## config.mk

```make
export PLATFORM = sky130hd
export DESIGN_NAME = clk_div_cfg_ctrl
export DESIGN_NICKNAME = d
export VERILOG_FILES = /design/src/rtl/clk_div_pkg.sv /design/src/rtl/cyc_down_counter.sv /design/src/rtl/clk_div_cfg_ctrl.sv
export SDC_FILE = /design/constraint.sdc
export NUM_CORES = 1
export LEC_CHECK = 0
export CAP_MARGIN = 20
export CORE_MARGIN = 3
export CORE_UTILIZATION = 50
export CTS_CLUSTER_SIZE = 12
export DETAILED_ROUTE_END_ITERATION = 8
export PLACE_DENSITY = 0.87
export SLEW_MARGIN = 20
export SYNTH_ARGS = -nofsm -noshare
export SYNTH_HDL_FRONTEND = slang
export SYNTH_SLANG_ARGS = --single-unit
```

## constraint.sdc

```tcl
create_clock -name i_ref_clk -period 3.35 [get_ports i_ref_clk]
set_clock_uncertainty 0.05 [all_clocks]
set_input_delay 0.335 -clock i_ref_clk [delete_from_list [all_inputs] [get_ports i_ref_clk]]
set_output_delay 0.335 -clock i_ref_clk [all_outputs]
set_load 0.1 [all_outputs]
```

## src/rtl/clk_div_pkg.sv

```systemverilog
// Shared types and default constants for the CLK_DIV configuration controller.
package clk_div_pkg;

  typedef enum logic [1:0] {
    IDLE   = 2'd0,
    DRAIN  = 2'd1,
    LOAD   = 2'd2,
    SETTLE = 2'd3
  } state_e;

  localparam int DEF_RATIO_WIDTH  = 8;
  localparam int DEF_DRAIN_CYCLES = 4;
  localparam int DEF_RESET_RATIO  = 2;

  // Counter must hold both DRAIN_CYCLES-1 (up to 14) and ratio-1.
  function automatic int cnt_width(input int ratio_width);
    return (ratio_width > 4) ? ratio_width : 4;
  endfunction

endpackage

```

## src/rtl/cyc_down_counter.sv

```systemverilog
// Loadable down-counter that parks at zero; zero_o flags the terminal count.
module cyc_down_counter #(
  parameter int W = 8
) (
  input  logic         clk_i,
  input  logic         rst_i,
  input  logic         load_i,
  input  logic [W-1:0] load_val_i,
  output logic         zero_o
);

  logic [W-1:0] cnt_q;

  always_ff @(posedge clk_i) begin
    if (rst_i) begin
      cnt_q <= '0;
    end else if (load_i) begin
      cnt_q <= load_val_i;
    end else if (cnt_q != '0) begin
      cnt_q <= cnt_q - 1'b1;
    end
  end

  assign zero_o = (cnt_q == '0);

endmodule

```

## src/rtl/clk_div_cfg_ctrl.sv

```systemverilog
// Sequences divide-ratio changes for CLK_DIV as drain -> load -> settle so the
// divider never sees its ratio change while enabled.
module clk_div_cfg_ctrl
  import clk_div_pkg::*;
#(
  parameter int RATIO_WIDTH  = DEF_RATIO_WIDTH,
  parameter int DRAIN_CYCLES = DEF_DRAIN_CYCLES,
  parameter int RESET_RATIO  = DEF_RESET_RATIO
) (
  input  logic                   i_ref_clk,
  input  logic                   i_rst,
  input  logic                   i_enable,
  input  logic                   i_cfg_valid,
  input  logic [RATIO_WIDTH-1:0] i_cfg_ratio,
  output logic                   o_cfg_ready,
  output logic                   o_cfg_done,
  output logic                   o_cfg_err,
  output logic                   o_busy,
  output logic                   o_clk_en,
  output logic [RATIO_WIDTH-1:0] o_divide_ratio
);

  localparam int CW = cnt_width(RATIO_WIDTH);

  state_e                 state_q, state_d;
  logic [RATIO_WIDTH-1:0] pend_q, pend_d;
  logic [RATIO_WIDTH-1:0] div_q, div_d;
  logic                   clk_en_q, clk_en_d;
  logic                   done_q, done_d;
  logic                   err_q, err_d;
  logic                   cnt_load;
  logic [CW-1:0]          cnt_load_val;
  logic                   cnt_zero;
  logic                   accept;

  assign o_cfg_ready = (state_q == IDLE) && !i_rst;
  assign accept      = i_cfg_valid && o_cfg_ready;

  always_comb begin
    state_d      = state_q;
    pend_d       = pend_q;
    div_d        = div_q;
    done_d       = 1'b0;
    err_d        = 1'b0;
    cnt_load     = 1'b0;
    cnt_load_val = '0;
    unique case (state_q)
      IDLE: begin
        if (accept) begin
          if (i_cfg_ratio == '0) begin
            err_d = 1'b1;
          end else if (i_cfg_ratio == div_q) begin
            done_d = 1'b1;
          end else begin
            state_d      = DRAIN;
            pend_d       = i_cfg_ratio;
            cnt_load     = 1'b1;
            cnt_load_val = CW'(DRAIN_CYCLES - 1);
          end
        end
      end
      DRAIN: begin
        if (cnt_zero) state_d = LOAD;
      end
      LOAD: begin
        // Settle spans one full output period of the new ratio.
        div_d        = pend_q;
        cnt_load     = 1'b1;
        cnt_load_val = CW'(pend_q) - CW'(1);
        state_d      = SETTLE;
      end
      SETTLE: begin
        if (cnt_zero) begin
          state_d = IDLE;
          done_d  = 1'b1;
        end
      end
      default: state_d = IDLE;
    endcase
    clk_en_d = ((state_d == IDLE) || (state_d == SETTLE)) ? i_enable : 1'b0;
  end

  always_ff @(posedge i_ref_clk) begin
    if (i_rst) begin
      state_q  <= IDLE;
      pend_q   <= '0;
      div_q    <= RATIO_WIDTH'(RESET_RATIO);
      clk_en_q <= 1'b0;
      done_q   <= 1'b0;
      err_q    <= 1'b0;
    end else begin
      state_q  <= state_d;
      pend_q   <= pend_d;
      div_q    <= div_d;
      clk_en_q <= clk_en_d;
      done_q   <= done_d;
      err_q    <= err_d;
    end
  end

  cyc_down_counter #(
    .W (CW)
  ) u_cnt (
    .clk_i      (i_ref_clk),
    .rst_i      (i_rst),
    .load_i     (cnt_load),
    .load_val_i (cnt_load_val),
    .zero_o     (cnt_zero)
  );

  assign o_cfg_done     = done_q;
  assign o_cfg_err      = err_q;
  assign o_busy         = (state_q != IDLE);
  assign o_clk_en       = clk_en_q;
  assign o_divide_ratio = div_q;

endmodule

```

==> impl_metrics.py, run 1 <==
metrics = {
    "detailed_routing": {
        "ant_nets": 0,
        "viasPerCell": 5.744,
        "drt_wl_total_um": 3516,
        "drt_iter0_drc": 35,
        "vias": 1344,
        "drtPass1Iterations": 4,
        "wl_per_cell_um": 15.03,
        "drc_errors": 0,
    },
    "synth": {
        "yosysMostFrequentCell": "dfxtp_1",
        "ys_seq_elements": 29,
        "synth_area_leaders": "dfxtp_1, xnor2_1, mux2i_1",
        "yosys_most_used_dff": "dfxtp_1",
        "synthArstFlopShare_pct": 0,
        "synth.top_cell.area_share_pct": 37.24,
        "netlist_instances": 175,
        "avgSynthCellArea_um2": 8.909,
        "ys_seq_area_share_pct": 37.24,
        "ys_warn_count": 0,
        "yosys.area.top_type": "dfxtp_1",
        "syn_area_um2": 1559,
        "synth-edff-count": 0,
        "synthTopCellsByCount": "dfxtp_1, nor2_1, xnor2_1",
        "synth.net_count": 195,
        "synth.distinct_cells": 38,
    },
    "placed_design": {
        "placed_cell_area_um2": 1823,
        "routabilityCongestion": 0.8576,
        "place_hpwl_um": 2465,
        "io_buffers": 24,
    },
    "timing": {
        "fmax_mhz": 441.6,
        "slew_viol_final": 0,
        "hold_viol": 0,
        "worstMarginPinSlew_ps": 975.5,
        "rsz0062_at_grt": "no",
        "setup_viol": 0,
        "post-route-min-period_ps": 2265,
        "period_share_pct": 67.60,
        "setup_tns_ps": 0,
        "relSlewSlack_pct": 34.76,
    },
    "floorplanning": {
        "initial_core_util_pct": 54.65,
        "die_h_um": 61.84,
        "pin_count": 25,
        "core_area_um2": 2853,
        "dieArea_um2": 3824,
        "row_count": 19,
        "die_width_um": 61.84,
    },
    "cts": {
        "post_cts_buffers": 0,
        "postCtsHoldBufs": 0,
        "clkTransAtPathRegs_ps": 90,
        "cts_resized": 0,
        "cts_max_path_buffers": 2,
        "clk-insertion-delay-late_ps": 320,
        "cts_tree": "yes",
        "clock-root-buffer": "clkbuf_4",
        "htreeDepth": 2,
        "cts_sinks": 29,
        "cts_made_buffers": 5,
    },
    "global_route": {
        "use_met2_pct": 37.07,
        "met3_usage_pct": 5.992,
        "grt_max_degree": 27,
        "grt_pass1_wl_um": 6051,
        "antenna_found_initial": 0,
        "grt_use_met1_pct": 24.43,
        "grt_pass1_vias": 1402,
        "overflow": 0,
        "busiest_layer": "met2",
        "grt_usage_pct": 21.25,
    },
    "critical_path": {
        "slowest_stage": "clkdlybuf4s50_1",
        "start_kind": "flop",
        "critical_path_arrival_ps": 1880,
        "slowest_delay_ps": 1160,
        "end_kind": "primary output",
        "reg2reg_setup_slack_ps": 1300,
        "critPathTopFamily": "buffers and inverters",
        "crit_fanout": 3,
        "worst-path-buf-inv": 1,
        "crit_chain": "clkdlybuf4s50_1",
        "path_class": "flop to primary output",
        "worstPathRequired_ps": 2960,
    },
    "cells_and_area": {
        "area_delta_synth_final_pct": 22.39,
        "fin_area_um2": 1908,
        "drive_gt1_share_pct": 7.882,
        "antenna_cells": 0,
        "nNetsFinal": 222,
        "n_fill_cell": 203,
    },
    "status": {
        "status": "finished clean",
    },
    "power_and_ir_drop": {
        "p_per_area_nw_per_um2": 792.2,
        "p_total_mw": 1.511,
        "ir_worst_vdd_uv": 412.6,
        "p_leak_nw": 0.7503,
    },
    "min_path": {
        "min_path_type": "flop to flop",
    },
    "flow_run": {
        "maxCapViolations": 0,
    },
}
power breakdown:
group	internal (mW)	switching, mW	total [mW]
Sequential	0.400	0.0679	0.468
Clock	0.178	0.119	0.297
Combinational	0.292	0.454	0.746
Total	0.870	0.641	1.51
worst paths after layout:
check / startpoint / endpoint / depth (start not counted)
setup reg to reg: u_cnt.cnt_q[2] / o_clk_en / 5
setup / recovery: o_divide_ratio[1] / o_divide_ratio[1] / 1
hold reg to reg: o_divide_ratio[0] / o_divide_ratio[0] / 2
hold / removal: o_divide_ratio[0] / o_divide_ratio[0] / 2
metrics by stage:
step	hold slack, ps	worst slack (ps)	util [%]	std cells
after detailed placement	456.5	1121	63.90	226
after floorplan	428.9	497.6	-	175
after global placement	462.2	1241	63.90	226
after CTS	471.6	1083	66.89	234
after global routing	520.6	1036	66.89	234
final	472.3	1085	66.89	234
sequential cells by signal, indices dropped and copies added, names as in the netlist:
signal,count
pend_q,8
state_q,2
o_divide_ratio,8
o_cfg_err,1
u_cnt.cnt_q,8
o_clk_en,1
o_cfg_done,1
final cells by class:
cell class                      count  area [um^2]  share of cell area [%]
Multi-Input combinational cell    128        908.4                   47.61
Clock inverter                      1        30.03                   1.574
Inverter                           12        45.04                   2.361
Clock buffer                        7        55.05                   2.885
Tap cell                           31        38.79                   2.033
Sequential cell                    29        580.6                   30.43
Timing Repair Buffer               26        250.2                   13.11
placed cells by master, fill, tap and decap left out, drive strengths merged, types with 4 or more instances in the layout:
cell | synthesis | layout
dfxtp | 29 | 29
nor2 | 25 | 25
clkdlybuf4s50 | 0 | 22
xnor2 | 19 | 19
mux2i | 14 | 14
inv | 12 | 12
ha | 8 | 8
nor3 | 8 | 8
clkbuf | 3 | 7
nand2 | 6 | 6
o22ai | 6 | 6
nor4 | 6 | 6
a21oi | 5 | 5
buf | 3 | 4
o21ai | 4 | 4
cell families (layout without fill, tap and decap cells):
logic type               Yosys count  count (layout)  share of synthesized area, %
adder cells (fa/ha/maj)            8               8                         6.421
buffers and inverters             18              46                         4.494
multiplexers                      14              14                         8.988
XOR/XNOR                          21              21                         11.80
AO/OA/AOI/OAI                     26              26                         10.75
AND/OR/NAND/NOR                   59              59                         20.31
flip-flops                        29              29                         37.24
routing by layer:
metal  share of wire (%)  routed length, um
met1                  42               1477
met2                  50               1767
met3                 4.7                165
met4                 3.0                106
met5                   0                  0
No activity file was read; power rests on OpenSTA's default activity.
==> inputs of run 2 (changes only) <==
Clock period 3.35 ns to 2.32 ns, I/O delays scaled along.
==> impl_metrics.py, run 2 (synthesis gave the netlist of run 1 again) <==
metrics = {
    "cts": {
        "clock-root-buffer": "clkbuf_4",
        "htreeDepth": 2,
        "clkTransAtPathRegs_ps": 90,
        "postCtsHoldBufs": 0,
        "cts_sinks": 29,
        "cts_resized": 0,
        "clk-insertion-delay-late_ps": 330,
        "cts_made_buffers": 5,
        "cts_tree": "yes",
        "cts_max_path_buffers": 2,
        "post_cts_buffers": 0,
    },
    "placed_design": {
        "dp.cells": 228,
        "routabilityCongestion": 0.8108,
        "io_buffers": 24,
        "place_hpwl_um": 2609,
    },
    "timing": {
        "hold_viol": 0,
        "period_share_pct": 88.43,
        "rsz0062_at_grt": "no",
        "setup_viol": 0,
        "setup_tns_ps": 0,
        "relSlewSlack_pct": 75.35,
        "slew_viol_final": 0,
        "fmax_mhz": 487.4,
        "worstMarginPinSlew_ps": 366.4,
        "post-route-min-period_ps": 2052,
    },
    "cells_and_area": {
        "drive_gt1_share_pct": 14.63,
        "nNetsFinal": 224,
        "area_delta_synth_final_pct": 23.35,
        "layout_commonest_cell": "dfxtp_1",
        "layout.cells.most_common_list": "dfxtp_1, nor2_1, xnor2_1",
        "final_util_pct": 67.41,
        "layout.cells.non_filler": 236,
        "antenna_cells": 0,
    },
    "power_and_ir_drop": {
        "ir_worst_vdd_uv": 602.8,
        "p_per_area_nw_per_um2": 1162,
        "p_total_mw": 2.234,
        "p_leak_nw": 0.7880,
    },
    "critical_path": {
        "crit_fanout": 4,
        "start_kind": "flop",
        "critPathTopFamily": "simple AND/OR/NAND/NOR gates",
        "crit_chain": "or4_4 > or3_4 > a211o_1 > nor4_2 > nor4_1",
        "worstPathRequired_ps": 2500,
        "slowest_delay_ps": 580,
        "path_class": "flop to flop",
        "slowest_stage": "or4_4",
        "end_kind": "flop",
        "worst-path-buf-inv": 0,
        "critical_path_arrival_ps": 2230,
    },
    "global_route": {
        "grt_pass1_vias": 1378,
        "grt_pass1_wl_um": 6044,
        "grt_max_degree": 26,
        "overflow": 0,
        "grt_usage_pct": 21.31,
        "antenna_found_initial": 0,
    },
    "floorplanning": {
        "row_count": 19,
        "die_h_um": 61.84,
        "die_width_um": 61.84,
        "pin_count": 25,
        "dieArea_um2": 3824,
        "core_area_um2": 2853,
        "initial_core_util_pct": 54.65,
    },
    "detailed_routing": {
        "ant_nets": 0,
        "drt_wl_total_um": 3497,
        "drt_iter0_drc": 58,
        "drtPass1Iterations": 5,
        "wl_per_cell_um": 14.82,
        "viasPerCell": 5.881,
        "drc_errors": 0,
        "vias": 1388,
    },
    "min_path": {
        "min_path_type": "primary input to flop",
    },
    "flow_run": {
        "maxCapViolations": 0,
    },
    "status": {
        "status": "finished clean",
    },
}
-- run 2: per-stage QoR --
step                instance area [um^2]  hold slack [ps]  setup WS, ps
floorplan                           1562            325.9         33.39
global placement                    1838            451.5         338.7
detailed placement                  1838            468.3         219.2
CTS                                 1923            439.9         256.9
global route                        1923            456.4         163.1
finish                              1923            446.7         268.4
-- run 2: worst register-to-register path: stages, from the launching register on --
cell,delay (ps)
dfxtp_1,340
or4_4,580
or3_4,410
a211o_1,340
nor4_2,140
nor4_1,80
-- run 2: power breakdown --
group	switching, mW	internal (mW)	leakage, nW	total (mW)
logic	0.655	0.469	0.506	1.12
clock network	0.178	0.257	0.0455	0.435
registers	0.0979	0.577	0.237	0.675
-- run 2: layout make-up --
type / instances / area, um^2
fill: 215 / 929.6
multi-input combinational: 128 / 910.9
sequential: 29 / 580.6
timing repair buffer: 28 / 262.8
clock buffer: 7 / 55.05
inverter: 12 / 45.04
tap: 31 / 38.79
clock inverter: 1 / 30.03
-- run 2: routing by layer --
metal	GRT usage (%)	wire, um
met5	0	0
met4	10.00	78
met3	6.612	271
met2	37.07	1782
met1	23.56	1364
-- run 2: final timing paths --
kind / cells after the start / slack (ps) / end / from
worst max-delay path: 5 / 270 / o_clk_en / u_cnt.cnt_q[2]
worst min-delay path: 3 / 450 / o_cfg_err / i_cfg_valid
worst max register to register: 5 / 270 / o_clk_en / u_cnt.cnt_q[2]
worst min register to register: 2 / 490 / o_divide_ratio[0] / o_divide_ratio[0]
==> inputs of run 3 (changes only) <==
Settings changed: ABC_CLOCK_PERIOD_IN_PS set to 2320, CORE_UTILIZATION 50 to 53, PLACE_DENSITY 0.87 to 0.9, SYNTH_HIERARCHICAL set to 1.
==> impl_metrics.py, run 3 <==
metrics = {
    "synth": {
        "synth.top_cell.area_share_pct": 34.97,
        "yosys_most_used_dff": "dfxtp_1",
        "ys_seq_elements": 29,
        "syn_area_um2": 1660,
        "synthTopCellsByCount": "dfxtp_1, nor2_1, xnor2_1",
        "synthArstFlopShare_pct": 0,
        "yosysMostFrequentCell": "dfxtp_1",
        "synth_area_leaders": "dfxtp_1, xnor2_1, mux2i_1",
        "synth.distinct_cells": 44,
        "synth-edff-count": 0,
        "ys_seq_area_share_pct": 34.97,
        "synth.net_count": 199,
        "ys_warn_count": 6,
        "netlist_instances": 180,
        "yosys.area.top_type": "dfxtp_1",
        "avgSynthCellArea_um2": 9.224,
    },
    "critical_path": {
        "critPathTopFamily": "simple AND/OR/NAND/NOR gates",
        "slowest_stage": "and4bb_1",
        "end_kind": "flop",
        "crit_fanout": 11,
        "crit_chain": "nor4_4 > and4bb_1 > nand2b_1 > a22o_1 > xnor2_1 > o2111a_1",
        "path_class": "flop to flop",
        "start_kind": "flop",
        "slowest_delay_ps": 510,
        "r2r.worst_path.cells": 6,
        "r2r-end": "o_clk_en",
        "worstPathRequired_ps": 2550,
        "worst-path-buf-inv": 0,
        "reg2reg_from": "u_cnt/cnt_q[3]",
        "reg2reg_setup_slack_ps": 280,
        "critical_path_arrival_ps": 2260,
    },
    "timing": {
        "worstMarginPinSlew_ps": 465.5,
        "post-route-min-period_ps": 2037,
        "relSlewSlack_pct": 68.68,
        "setup_viol": 0,
        "setup_slack_ps": 283.4,
        "setup_tns_ps": 0,
        "rsz0062_at_grt": "no",
        "period_share_pct": 87.78,
        "hold_viol": 0,
        "slew_viol_final": 0,
        "fmax_mhz": 491.0,
    },
    "detailed_routing": {
        "viasPerCell": 5.563,
        "drt_wl_total_um": 3644,
        "drc_errors": 0,
        "vias": 1402,
        "drt_iter0_drc": 73,
        "ant_nets": 0,
        "drtPass1Iterations": 4,
        "wl_per_cell_um": 14.46,
    },
    "cts": {
        "clock-root-buffer": "clkbuf_4",
        "cts_tree": "yes",
        "postCtsHoldBufs": 0,
        "cts_sinks": 29,
        "clkTransAtPathRegs_ps": 90,
        "cts_resized": 0,
        "post_cts_buffers": 0,
        "cts_max_path_buffers": 2,
        "clk-insertion-delay-late_ps": 330,
        "htreeDepth": 2,
        "cts_made_buffers": 5,
    },
    "power_and_ir_drop": {
        "p_per_area_nw_per_um2": 1202,
        "ir_worst_vdd_uv": 575.6,
        "p_leak_nw": 0.8218,
    },
    "flow_run": {
        "maxCapViolations": 0,
    },
    "min_path": {
        "worstHoldStart": "i_enable",
        "worst_hold_path.endpoint": "o_clk_en",
        "hold_depth": 2,
        "min_path_type": "primary input to flop",
    },
    "cells_and_area": {
        "drive_gt1_share_pct": 22.86,
        "n_fill_cell": 207,
        "area_delta_synth_final_pct": 21.10,
        "layout.cells.most_common_list": "dfxtp_1, nor2_1, xnor2_1, buf_4, inv_1",
        "layout_commonest_cell": "dfxtp_1",
        "nNetsFinal": 228,
        "layout.cells.non_filler": 252,
        "antenna_cells": 0,
    },
    "global_route": {
        "overflow": 0,
        "grt_pass1_vias": 1381,
        "grt_max_degree": 31,
        "grt_usage_pct": 21.26,
        "grt_pass1_wl_um": 5954,
        "antenna_found_initial": 0,
    },
    "placed_design": {
        "dp.cells": 244,
        "dp_slack_ps": 48.30,
        "io_buffers": 24,
        "place_hpwl_um": 2759,
        "routabilityCongestion": 0.8384,
    },
    "floorplanning": {
        "row_count": 19,
        "initial_core_util_pct": 57.72,
        "core_area_um2": 2877,
        "die_h_um": 61.97,
        "pin_count": 25,
        "die_width_um": 61.97,
        "dieArea_um2": 3840,
    },
    "status": {
        "status": "finished clean",
    },
}
[run 3: cell count changes after synthesis, sizes merged, moves of 3 or more]
cell   previous run  this run
nand2             6        11
mux2i            14         9
mux2              0         8
nor2b             1         9
o22ai             6         1
a21oi             5         2
nor2             25        19
o32ai             0         4
[run 3: worst max path at each step]
| stage | cells after the start | to | slack [ps] | from |
|---|---|---|---|---|
| 4_1_cts | 6 | o_clk_en | 290 | u_cnt/cnt_q[3] |
| 6_report | 6 | o_clk_en | 280 | u_cnt/cnt_q[3] |
| 5_1_grt | 6 | o_clk_en | 110 | u_cnt/cnt_q[3] |
| 3_5_place_dp | 7 | u_cnt/cnt_q[4] | 50 | i_cfg_ratio[0] |
| 3_3_place_gp | 7 | u_cnt/cnt_q[3] | 160 | i_cfg_ratio[0] |
| 2_1_floorplan | 5 | o_cfg_err | 30 | state_q[0] |
[run 3: final cells by class]
type                       count  area (um^2)  area share, %
sequential                    29        590.6          29.37
multi-input combinational    131        991.0          49.28
inverter                      13        48.80          2.427
clock inverter                 1        5.005         0.2489
clock buffer                   7        65.06          3.236
tap                           42        52.55          2.614
timing repair buffer          29        257.7          12.82
[run 3: routing by layer]
layer / track usage [%] / up-vias / wire length [um]
met5: 0 / - / 0
met1: 23.86 / 663 / 1534
met2: 37.13 / 41 / 1816
met3: 5.372 / 15 / 168
li1: - / 683 / -
met4: 10.30 / 0 / 125
[run 3: power breakdown]
group	leakage, nW	internal [mW]	total, mW	switching, mW
clock network	0.0413	0.175	0.349	0.174
logic	0.540	0.555	1.30	0.744
registers	0.240	0.620	0.769	0.149
[run 3: cells by family (layout without fill, tap and decap cells)]
family / count (synthesis) / after routing / synth area share [%]
XOR/XNOR: 19 / 19 / 10.02
AO/OA/AOI/OAI: 21 / 21 / 9.948
AND/OR/NAND/NOR: 67 / 67 / 23.44
flip-flops: 29 / 29 / 34.97
buffers and inverters: 20 / 50 / 5.500
adder cells (fa/ha/maj): 7 / 7 / 5.275
multiplexers: 17 / 17 / 10.85
[run 3: stage by stage]
| step | hold slack (ps) | power [mW] | util [%] | area (um^2) |
|---|---|---|---|---|
| floorplan | 306.7 | 1.811 | - | 1673 |
| global route | 410.9 | 2.575 | 69.90 | 2011 |
| global placement | 440.1 | 2.000 | 67.46 | 1941 |
| detailed placement | 455.6 | 2.061 | 67.46 | 1941 |
| finish | 411.4 | 2.417 | 69.90 | 2011 |
| CTS | 406.2 | 2.422 | 69.90 | 2011 |
[run 3: worst register-to-register path, cell delays in order (launching register included)]
cell and delay (ps):
dfxtp_1 380, nor4_4 380, and4bb_1 510, nand2b_1 170, a22o_1 180, xnor2_1 130, o2111a_1 190
